File: src/rtl/fwd_hazard_ctrl.sv
// fwd_hazard_ctrl: EXE operand/store-data forwarding selects and load-use stall for the 5-stage pipeline.
// Define FWD_STATS_EN to add the stall and forward counters.
module fwd_hazard_ctrl #(
    parameter int REG_BITS = 5
) (
    input  logic                CLK,
    input  logic                RESET,
    input  logic                ID_Valid_IN,
    input  logic [REG_BITS-1:0] ID_RegA_IN,
    input  logic [REG_BITS-1:0] ID_RegB_IN,
    input  logic                ID_UsesA_IN,
    input  logic                ID_UsesB_IN,
    input  logic                ID_IsStore_IN,
    input  logic [REG_BITS-1:0] ID_WriteRegister_IN,
    input  logic                ID_RegWrite_IN,
    input  logic                ID_MemRead_IN,
    input  logic                Flush_IN,
    output logic                Stall_OUT,
    output logic [1:0]          RegA_Select,
    output logic [1:0]          RegB_Select,
    output logic [1:0]          MEM_Data_select
`ifdef FWD_STATS_EN
    ,
    output logic [31:0]         Stall_Count_OUT,
    output logic [31:0]         Fwd_Count_OUT
`endif
);
    typedef struct packed {
        logic                valid;
        logic [REG_BITS-1:0] dest;
        logic                regwrite;
        logic                memread;
    } shadow_t;

    shadow_t ex_q, ex_d, mem_q, mem_d;
    logic [1:0] sel_a_q, sel_a_d, sel_b_q, sel_b_d, sel_m_q, sel_m_d;
    logic live_ex, live_mem, a_ex, a_mem, b_ex, b_mem, bubble;
    logic [1:0] a_raw, b_raw, m_raw;

    assign live_ex  = ex_q.valid & ex_q.regwrite & (ex_q.dest != '0);
    assign live_mem = mem_q.valid & mem_q.regwrite & (mem_q.dest != '0);
    assign a_ex  = live_ex & ID_UsesA_IN & (ID_RegA_IN == ex_q.dest);
    assign a_mem = live_mem & ID_UsesA_IN & (ID_RegA_IN == mem_q.dest);
    assign b_ex  = live_ex & ID_UsesB_IN & (ID_RegB_IN == ex_q.dest);
    assign b_mem = live_mem & ID_UsesB_IN & (ID_RegB_IN == mem_q.dest);

    // Store data is consumed in MEM, so a load one ahead can still feed it without a stall
    assign Stall_OUT = ID_Valid_IN & !Flush_IN & ex_q.memread & (a_ex | (b_ex & !ID_IsStore_IN));
    assign bubble    = !ID_Valid_IN | Stall_OUT | Flush_IN;

    always_comb begin
        a_raw   = (a_ex & !ex_q.memread) ? 2'd1 : a_mem ? 2'd2 : 2'd0;
        b_raw   = ID_IsStore_IN ? 2'd0 : (b_ex & !ex_q.memread) ? 2'd1 : b_mem ? 2'd2 : 2'd0;
        m_raw   = !ID_IsStore_IN ? 2'd0 : b_ex ? 2'd1 : b_mem ? 2'd2 : 2'd0;
        sel_a_d = bubble ? 2'd0 : a_raw;
        sel_b_d = bubble ? 2'd0 : b_raw;
        sel_m_d = bubble ? 2'd0 : m_raw;
        ex_d    = bubble ? '0 : '{valid: 1'b1, dest: ID_WriteRegister_IN,
                                  regwrite: ID_RegWrite_IN, memread: ID_MemRead_IN};
        mem_d   = ex_q;
    end

    always_ff @(posedge CLK or negedge RESET) begin
        if (!RESET) begin
            ex_q    <= '0;
            mem_q   <= '0;
            sel_a_q <= '0;
            sel_b_q <= '0;
            sel_m_q <= '0;
        end else begin
            ex_q    <= ex_d;
            mem_q   <= mem_d;
            sel_a_q <= sel_a_d;
            sel_b_q <= sel_b_d;
            sel_m_q <= sel_m_d;
        end
    end

    assign RegA_Select     = sel_a_q;
    assign RegB_Select     = sel_b_q;
    assign MEM_Data_select = sel_m_q;

`ifdef FWD_STATS_EN
    logic [31:0] stall_cnt_q, stall_cnt_d, fwd_cnt_q, fwd_cnt_d;

    always_comb begin
        stall_cnt_d = stall_cnt_q + 32'(Stall_OUT);
        fwd_cnt_d   = fwd_cnt_q + 32'(|sel_a_d) + 32'(|sel_b_d) + 32'(|sel_m_d);
    end

    always_ff @(posedge CLK or negedge RESET) begin
        if (!RESET) begin
            stall_cnt_q <= '0;
            fwd_cnt_q   <= '0;
        end else begin
            stall_cnt_q <= stall_cnt_d;
            fwd_cnt_q   <= fwd_cnt_d;
        end
    end

    assign Stall_Count_OUT = stall_cnt_q;
    assign Fwd_Count_OUT   = fwd_cnt_q;
`endif
endmodule

File: config.mk
export PLATFORM = sky130hd
export DESIGN_NAME = fwd_hazard_ctrl
export DESIGN_NICKNAME = d
export VERILOG_FILES = /design/src/rtl/fwd_hazard_ctrl.sv
export SDC_FILE = /design/constraint.sdc
export NUM_CORES = 1
export LEC_CHECK = 0
export CAP_MARGIN = 20
export CELL_PAD_IN_SITES_DETAIL_PLACEMENT = 1
export CELL_PAD_IN_SITES_GLOBAL_PLACEMENT = 1
export CORE_AREA = 2 2 54 56
export CTS_BUF_LIST = sky130_fd_sc_hd__clkbuf_4
export DETAILED_ROUTE_END_ITERATION = 10
export DIE_AREA = 0 0 56 58
export PLACE_DENSITY = 0.9
export SLEW_MARGIN = 15
export SYNTH_ARGS = -nofsm -noshare
export SYNTH_HDL_FRONTEND = slang
export SYNTH_SLANG_ARGS = --single-unit
export TNS_END_PERCENT = 5
File: constraint.sdc
create_clock -name CLK -period 4.8 [get_ports CLK]
set_input_delay 1.2 -clock CLK [delete_from_list [all_inputs] [get_ports CLK]]
set_output_delay 1.2 -clock CLK [all_outputs]
set_load 0.01 [all_outputs]
* Word level (Yosys, flattened, before mapping)
Index checks and enable logic that the tools add are counted.
** Storage, ports and cells
- Bits of input ports :: 24
- Word-level logic and storage cells :: 52
- Register bits :: 21
- Output and inout port bits :: 7
** Operators by class
- Bitwise operators :: 21
- Reduce and logical (&&, ||, !) cells :: 6
- Muxes and demuxes :: 11
- Eq/ne operators :: 4
** Operators with widths (number)
- == test 5 bit :: 4
- 2-to-1 mux 2 bit :: 10
- AND 1 bit :: 18
- nonzero test 5 bit :: 2
- 2-to-1 mux 8 bit :: 1
- zero test 1 bit :: 4
- OR 1 bit :: 3

* Logic depth before layout (Yosys ltp)
Gate-level depths: netlist of run 1.
- Depth after elaboration :: 10
- Depth in mapped cells :: 6
- Gate-level depth less buffers :: 5

* Least setup slack after synthesis of run 1
No wires, ideal clock.
- Kind :: input port to output port
- Start point :: input ID_RegA_IN[0]
- End point :: output Stall_OUT
- Arrival :: 2473 ps
- Required time :: 3600 ps
- Path slack :: 1127 ps
- Stages :: 6
- Path buffers :: 1
- Path through :: xnor2_1 nand4_1 nor3_1 o21a_1 clkbuf_1 and2_1
** On the way
- Word-level cells in the longest chain between the ends :: 4
** Ends and longest elaborated chain
- from (decl) :: line 9 : input logic [REG_BITS-1:0] ID_RegA_IN,
- == test 5 bit :: line 42 : assign a_ex = live_ex & ID_UsesA_IN & (ID_RegA_IN == ex_q.dest);
- AND 1 bit :: line 42
- OR 1 bit :: line 48 : assign Stall_OUT = ID_Valid_IN & !Flush_IN & ex_q.memread & (a_ex | (b_ex & !ID_IsStore_IN));
- AND 1 bit :: line 48
- to (decl) :: line 18 : output logic Stall_OUT,
No other way between the ends.

* Final worst setup path of run 1
- Start point :: input ID_RegB_IN[3]
- End point :: output Stall_OUT
** On the way
- Word-level cells in the longest chain between the ends :: 5
** Ends and longest elaborated chain
- from (decl) :: line 10 : input logic [REG_BITS-1:0] ID_RegB_IN,
- == test 5 bit :: line 44 : assign b_ex = live_ex & ID_UsesB_IN & (ID_RegB_IN == ex_q.dest);
- AND 1 bit :: line 44
- AND 1 bit :: line 48
- OR 1 bit :: line 48
- AND 1 bit :: line 48
No other way between the ends.

==> results of run 1 <==
cell type report:
| cell class | instances | area, um2 | area share [%] |
|---|---|---|---|
| sequential | 21 | 526 | 38.5 |
| multi-input combinational | 63 | 443 | 32.5 |
| timing repair buffer | 33 | 323 | 23.7 |
| tap | 31 | 38.8 | 2.84 |
| clock buffer | 3 | 22.5 | 1.65 |
| clock inverter | 1 | 7.51 | 0.550 |
| inverter | 1 | 3.75 | 0.275 |
layer usage:
metal | wire length [um] | up-vias | global-route usage [%] | share of wire [%]
met5 | 0 | - | 0 | 0
met4 | 30 | 0 | 7.82 | 1.3
met3 | 97 | 4 | 4.24 | 4.2
met2 | 1260 | 18 | 27.9 | 54
met1 | 927 | 393 | 19.2 | 40
li1 | - | 370 | - | -
power groups by stage:
stage	registers (mW)	logic (mW)	clock network, mW
CTS	0.188	0.0522	0.0940
global route	0.189	0.0561	0.0998
finish	0.188	0.0514	0.0910
global placement	0.191	0.0501	0
floorplan	0.190	0.0216	0
detailed placement	0.191	0.0518	0
state kept, by name, indices dropped and copies added (netlist names):
name / count
ex_q: 8
mem_q: 7
MEM_Data_select: 2
RegA_Select: 2
RegB_Select: 2
kinds of logic after synthesis:
logic type             synth area share (%)
XOR/XNOR                               17.9
flip-flops                             53.6
buffers and inverters                  1.15
AND/OR/NAND/NOR                        20.3
AO/OA/AOI/OAI                          7.02
critical path, delay by kind of cell:
| family | cells | cell delay [ns] |
|---|---|---|
| AO/OA/AOI/OAI | 2 | 0.35 |
| XOR/XNOR | 1 | 0.16 |
| buffers and inverters | 2 | 1.05 |
| AND/OR/NAND/NOR | 2 | 0.59 |
cell usage in the layout, fill, tap and decap left out, drive strengths merged, types with 2 or more instances in the layout:
cell type	n
a2111oi	2
buf	3
clkbuf	3
clkdlybuf4s50	30
dfrtp	21
nand2	9
nand4	5
nor2	9
nor3	2
nor3b	3
nor4	2
o211ai	2
or4	3
xnor2	16
xor2	4
through the flow:
stage	power (mW)	setup WS (ns)	utilization [%]	instance area, um2
3_5_place_dp	0.243	0.226	50.1	1330
6_report	0.330	0.248	51.2	1360
3_3_place_gp	0.241	0.358	50.1	1330
4_1_cts	0.334	0.216	51.2	1360
2_1_floorplan	0.211	1.13	-	980
5_1_grt	0.345	0.0226	51.2	1360
worst paths after layout:
check / cells past startpoint / from / slack [ns] / endpoint
worst max-delay path: 7 / ID_RegB_IN[3] / 0.25 / Stall_OUT
worst min-delay path: 0 / ex_q[1] / 0.44 / mem_q[1]
worst max register to register: 5 / ex_q[4] / 2.52 / MEM_Data_select[1]
worst min register to register: 0 / ex_q[1] / 0.44 / mem_q[1]
max in group asynchronous: 1 / RESET / 2.86 / mem_q[5]
min in group asynchronous: 1 / RESET / 1.38 / MEM_Data_select[1]
==> results.sh, run 1 <==
export IMPL_synth_net_count=111
export IMPL_power_frac_seq_pct=56.9
export IMPL_chipWidth_um=56
export IMPL_timing_critical_path_fanout_max=3
export IMPL_outcome="finished clean"
export IMPL_worst_setup_path_start_kind="input pin"
export IMPL_via_per_inst=5.13
export IMPL_setup_viol=0
export IMPL_antenna_diode_count=0
export IMPL_synth_ff_type="dfrtp_1"
export IMPL_initial_standard_cell_utilization_of_the_core_pct=36.8
export IMPL_synthMostInstantiatedCell="dfrtp_1"
export IMPL_die_y_um=58
export IMPL_final_min_period_over_clock_period_pct=94.8
export IMPL_post_synth_most_frequent_cells="dfrtp_1 (21), xnor2_1 (16), nand2_1 (9), nor2_1 (9), nand4_1 (5)"
export IMPL_post_synth_instance_area_um2=980
export IMPL_cts_made_buffers=3
export IMPL_num_fill_cells=308
export IMPL_pre_antenna_drt_iters=4
export IMPL_detail_route_antenna_nets=0
export IMPL_critPathMostFrequentCell="clkdlybuf4s50_1"
export IMPL_hold_violations=0
export IMPL_critical_path_cell_chain="clkdlybuf4s50_1 -> xnor2_1 -> o211ai_2 -> nor4_1 -> o21a_1 -> and2_1 -> clkdlybuf4s50_1"
export IMPL_synth_seq_cells=21
export IMPL_die_area_um2=3250
export IMPL_power_internal_mw=0.244
export IMPL_antenna_found_initial=0
export IMPL_clk_path_buf_depth=2
export IMPL_post_synthesis_to_final_layout_area_growth_pct=39.2
export IMPL_clkLatencyLatePin_ns=0.32
export IMPL_numPortBuffers=30
export IMPL_clock_skew_final_ns=0.0116
export IMPL_power_switching_share_pct=26.1
export IMPL_maxCapViolations=0
export IMPL_switchingPower_mw=0.0864
export IMPL_distinct_cells_synth=24
export IMPL_yosysWarnings=0
export IMPL_design_final_nets=147
export IMPL_holdCritPathClass="flip-flop to flip-flop"
export IMPL_max_stage_delay_ns=0.53
export IMPL_final_setup_tns_ns=0
export IMPL_fin_cells=153
export IMPL_cts_tree="yes"
export IMPL_route_final_wire_length_mm=2.32
export IMPL_routabilityCongestion=0.871
export IMPL_place_detailed_hpwl_mm=1.89
export IMPL_grt_pass1_vias=861
export IMPL_rsz0062_at_grt="no"
export IMPL_power_combinational_fraction_pct=15.6
export IMPL_async_set_reset_flop_share_out_of_synthesis_pct=100
export IMPL_maximum_number_of_pins_on_one_net_before_global_route_repair=22
export IMPL_cts_htree_levels=1
export IMPL_groute_usage_overall_pct=16.3
export IMPL_fraction_of_layout_instances_using_a_drive_strength_above_1_pct=9.02
export IMPL_detail_route_drc_violations=0
export IMPL_slew_worst_pin_ns=0.914
export IMPL_top_level_ports=31
export IMPL_tritoncts_num_sinks=21
export IMPL_crit_type="input pin to primary output"
export IMPL_post_synth_top_area_cell="dfrtp_1"
export IMPL_core_box_area_um2=2660
export IMPL_wire_per_inst_um=15.1
export IMPL_post_synth_main_area_contributors="dfrtp_1 (54%), xnor2_1 (14%), xor2_1 (3.6%)"
export IMPL_timing_max_transition_violations_final=0
export IMPL_dr_first_iter_drc_count=7
export IMPL_worstPathRequired_ns=3.60
export IMPL_power_clock_fraction_pct=27.5
export IMPL_cellPowerDensity_nw_per_um2=242
export IMPL_root_buffer="clkbuf_4"
export IMPL_end_kind="primary output"
export IMPL_synth_top_cell_area_share_pct=53.6
export IMPL_synth_seq_area_share_pct=53.6
export IMPL_worst_path_max_delay_cell="clkdlybuf4s50_1"
export IMPL_max_vdd_ir_drop_mv=0.194
export IMPL_via_count=785
export IMPL_post_cts_resize_count=0
export IMPL_grt_remaining_overflow=0
export IMPL_maxClockFrequency_mhz=220
export IMPL_post_cts_hold_buffer_count=0
export IMPL_synth_area_per_cell_um2=11.3
export IMPL_syn_inst=87
export IMPL_finalHoldWorstSlack_ns=0.443
export IMPL_timing_final_crit_period_ns=4.55
export IMPL_global_route_wire_length_before_repair_mm=3.97
export IMPL_dpl_cell_count=149
export IMPL_max_slew_margin_pct=38.9
export IMPL_p_leak_nw=0.561
export IMPL_num_rows=19
export IMPL_cts_reportedPaths_clkPinSlew_ns=0.13
export IMPL_worst_endpoint_arrival_ns=3.35
export IMPL_synth_edff_count=0
export IMPL_post_cts_buffers=0
(Power assumes the default switching activity.)
==> run 2: changes to the inputs <==
==> constraint.sdc (replaced) <==
create_clock -name CLK -period 4.8 [get_ports CLK]
set_input_delay 1.2 -clock CLK [delete_from_list [all_inputs] [get_ports CLK]]
set_output_delay 1.2 -clock CLK [all_outputs]
set_load 0.005 [all_outputs]
==> results of run 2 <==
The final DEF is identical to that of run 1. Status: finished clean.
Among the figures that moved: setup slack after placement 0.226 ns -> 0.261 ns; setup slack after layout 0.248 ns -> 0.283 ns
==> run 3: changes to the inputs <==
- CORE_AREA: 2 2 54 56 -> 2 2 56 58
- DIE_AREA: 0 0 56 58 -> 0 0 58 60
- PLACE_DENSITY: 0.9 -> 0.85
==> run 3 against run 2 <==
Against the previous run:
- combinational power grew 1%
- core utilization fell by 4.2 points
- via count down 2.3%
- sequential power about the same
- design area is the same
- critical path depth is the same
- power up 0.57%
- register-to-register slack improved by 0.04 ns
- non-clock buffer count unchanged
- wire length up 8.6%
==> results.sh, run 3 (synthesis gave the netlist of run 1 again) <==
export IMPL_outcome="finished clean"
export IMPL_final_min_period_over_clock_period_pct=94.3
export IMPL_num_fill_cells=326
export IMPL_fraction_of_layout_instances_using_a_drive_strength_above_1_pct=9.02
export IMPL_cellPowerDensity_nw_per_um2=244
export IMPL_finalCoreUtilization_pct=47.0
export IMPL_post_cts_resize_count=0
export IMPL_via_per_inst=4.95
export IMPL_cts_made_buffers=3
export IMPL_cts_reportedPaths_clkPinSlew_ns=0.12
export IMPL_routabilityCongestion=0.853
export IMPL_design_power_total_mw=0.332
export IMPL_max_slew_margin_pct=38.4
export IMPL_place_detailed_hpwl_mm=1.97
export IMPL_crit_type="input pin to primary output"
export IMPL_final_area_um2=1360
export IMPL_groute_usage_overall_pct=17.6
export IMPL_maxCapViolations=0
export IMPL_grt_pass1_vias=883
export IMPL_largest_reg_flops=8
export IMPL_end_kind="primary output"
export IMPL_dr_first_iter_drc_count=1
export IMPL_maximum_number_of_pins_on_one_net_before_global_route_repair=22
export IMPL_via_count=767
export IMPL_die_area_um2=3480
export IMPL_design_final_nets=147
export IMPL_max_vdd_ir_drop_mv=0.146
export IMPL_initial_standard_cell_utilization_of_the_core_pct=33.8
export IMPL_core_box_area_um2=2900
export IMPL_pre_antenna_drt_iters=3
export IMPL_worst_setup_path_start_kind="input pin"
export IMPL_post_place_ws_ns=0.277
export IMPL_global_route_wire_length_before_repair_mm=4.44
export IMPL_grt_remaining_overflow=0
export IMPL_clk_path_buf_depth=2
export IMPL_clock_skew_final_ns=0.00377
export IMPL_hold_violations=0
export IMPL_post_synthesis_to_final_layout_area_growth_pct=39.2
export IMPL_final_setup_tns_ns=0
export IMPL_holdCritPathClass="flip-flop to flip-flop"
export IMPL_post_cts_buffers=0
export IMPL_layout_commonest_cell="clkdlybuf4s50_1"
export IMPL_post_route_worst_setup_slack_ns=0.273
export IMPL_register_ranked_first_by_flip_flop_count="ex_q"
export IMPL_cts_htree_levels=1
export IMPL_timing_max_transition_violations_final=0
export IMPL_worstPathRequired_ns=3.60
export IMPL_placed_area_um2=1340
export IMPL_post_cts_hold_buffer_count=0
export IMPL_most_common_layout_cells="clkdlybuf4s50_1 (30), dfrtp_1 (21), xnor2_1 (16), nand2_1 (9), nor2_1 (9)"
export IMPL_cts_tree="yes"
export IMPL_chipWidth_um=58
export IMPL_numPortBuffers=30
export IMPL_die_y_um=60
export IMPL_maxClockFrequency_mhz=221
export IMPL_reg_largest_list="ex_q (8), mem_q (7)"
export IMPL_setup_viol=0
export IMPL_wire_per_inst_um=16.2
export IMPL_antenna_found_initial=0
export IMPL_slew_worst_pin_ns=0.921
export IMPL_detail_route_drc_violations=0
export IMPL_p_leak_nw=0.565
export IMPL_route_final_wire_length_mm=2.52
export IMPL_worst_endpoint_arrival_ns=3.33
export IMPL_detail_route_antenna_nets=0
export IMPL_tritoncts_num_sinks=21
export IMPL_timing_final_crit_period_ns=4.53
export IMPL_rsz0062_at_grt="no"
export IMPL_num_rows=20
export IMPL_clkLatencyLatePin_ns=0.32
export IMPL_top_level_ports=31
export IMPL_antenna_diode_count=0
export IMPL_timing_critical_path_fanout_max=3
export IMPL_root_buffer="clkbuf_4"
## run 3: cell types whose count changed in the layout (fill, tap and decap cells not counted), sizes merged
cell      delta
clkinvlp     -1
clkinv       +1
## run 3: metal layers
metal / vias up / global-route usage (%) / routed length [um]
met1: 377 / 22.2 / 1040
met4: 0 / 9.97 / 63
met5: - / 0 / 0
li1: 368 / - / -
met2: 17 / 29.5 / 1350
met3: 5 / 1.95 / 66
## run 3: area by class of cell
class | instances | area [um2] | area share (%)
Clock inverter | 1 | 5.00 | 0.367
Inverter | 1 | 3.75 | 0.275
Timing Repair Buffer | 33 | 323 | 23.7
Sequential cell | 21 | 526 | 38.5
Multi-Input combinational cell | 63 | 443 | 32.5
Tap cell | 33 | 41.3 | 3.03
Clock buffer | 3 | 22.5 | 1.65
## run 3: stage by stage
step / instances / hold WS (ns)
6_report: 155 / 0.459
5_1_grt: 155 / 0.475
4_1_cts: 155 / 0.446
3_5_place_dp: 151 / 0.408
3_3_place_gp: 151 / 0.396
2_1_floorplan: 87 / 0.374
## run 3: final timing paths
| path | to | startpoint | slack, ns | depth (start not counted) |
|---|---|---|---|---|
| hold reg to reg | mem_q[7] | ex_q[7] | 0.46 | 0 |
| hold / removal | mem_q[7] | ex_q[7] | 0.46 | 0 |
| setup / recovery | Stall_OUT | ID_RegB_IN[3] | 0.27 | 7 |
| max in group asynchronous | MEM_Data_select[1] | RESET | 2.86 | 1 |
| setup reg to reg | MEM_Data_select[1] | ex_q[3] | 2.56 | 5 |
| min in group asynchronous | ex_q[2] | RESET | 1.38 | 1 |
## run 3: worst max-delay path, cell delays in order
cell             delay, ns
clkdlybuf4s50_1       0.54
xnor2_1               0.16
o211ai_2              0.12
nor4_1                0.47
o21a_1                0.22
and2_1                0.12
clkdlybuf4s50_1       0.50
## run 3: report_power, final
part / switching (mW) / internal (mW) / total [mW]
sequential: 0.00629 / 0.182 / 0.188
combinational: 0.0215 / 0.0304 / 0.0519
clock: 0.0610 / 0.0313 / 0.0923
total: 0.0888 / 0.244 / 0.332
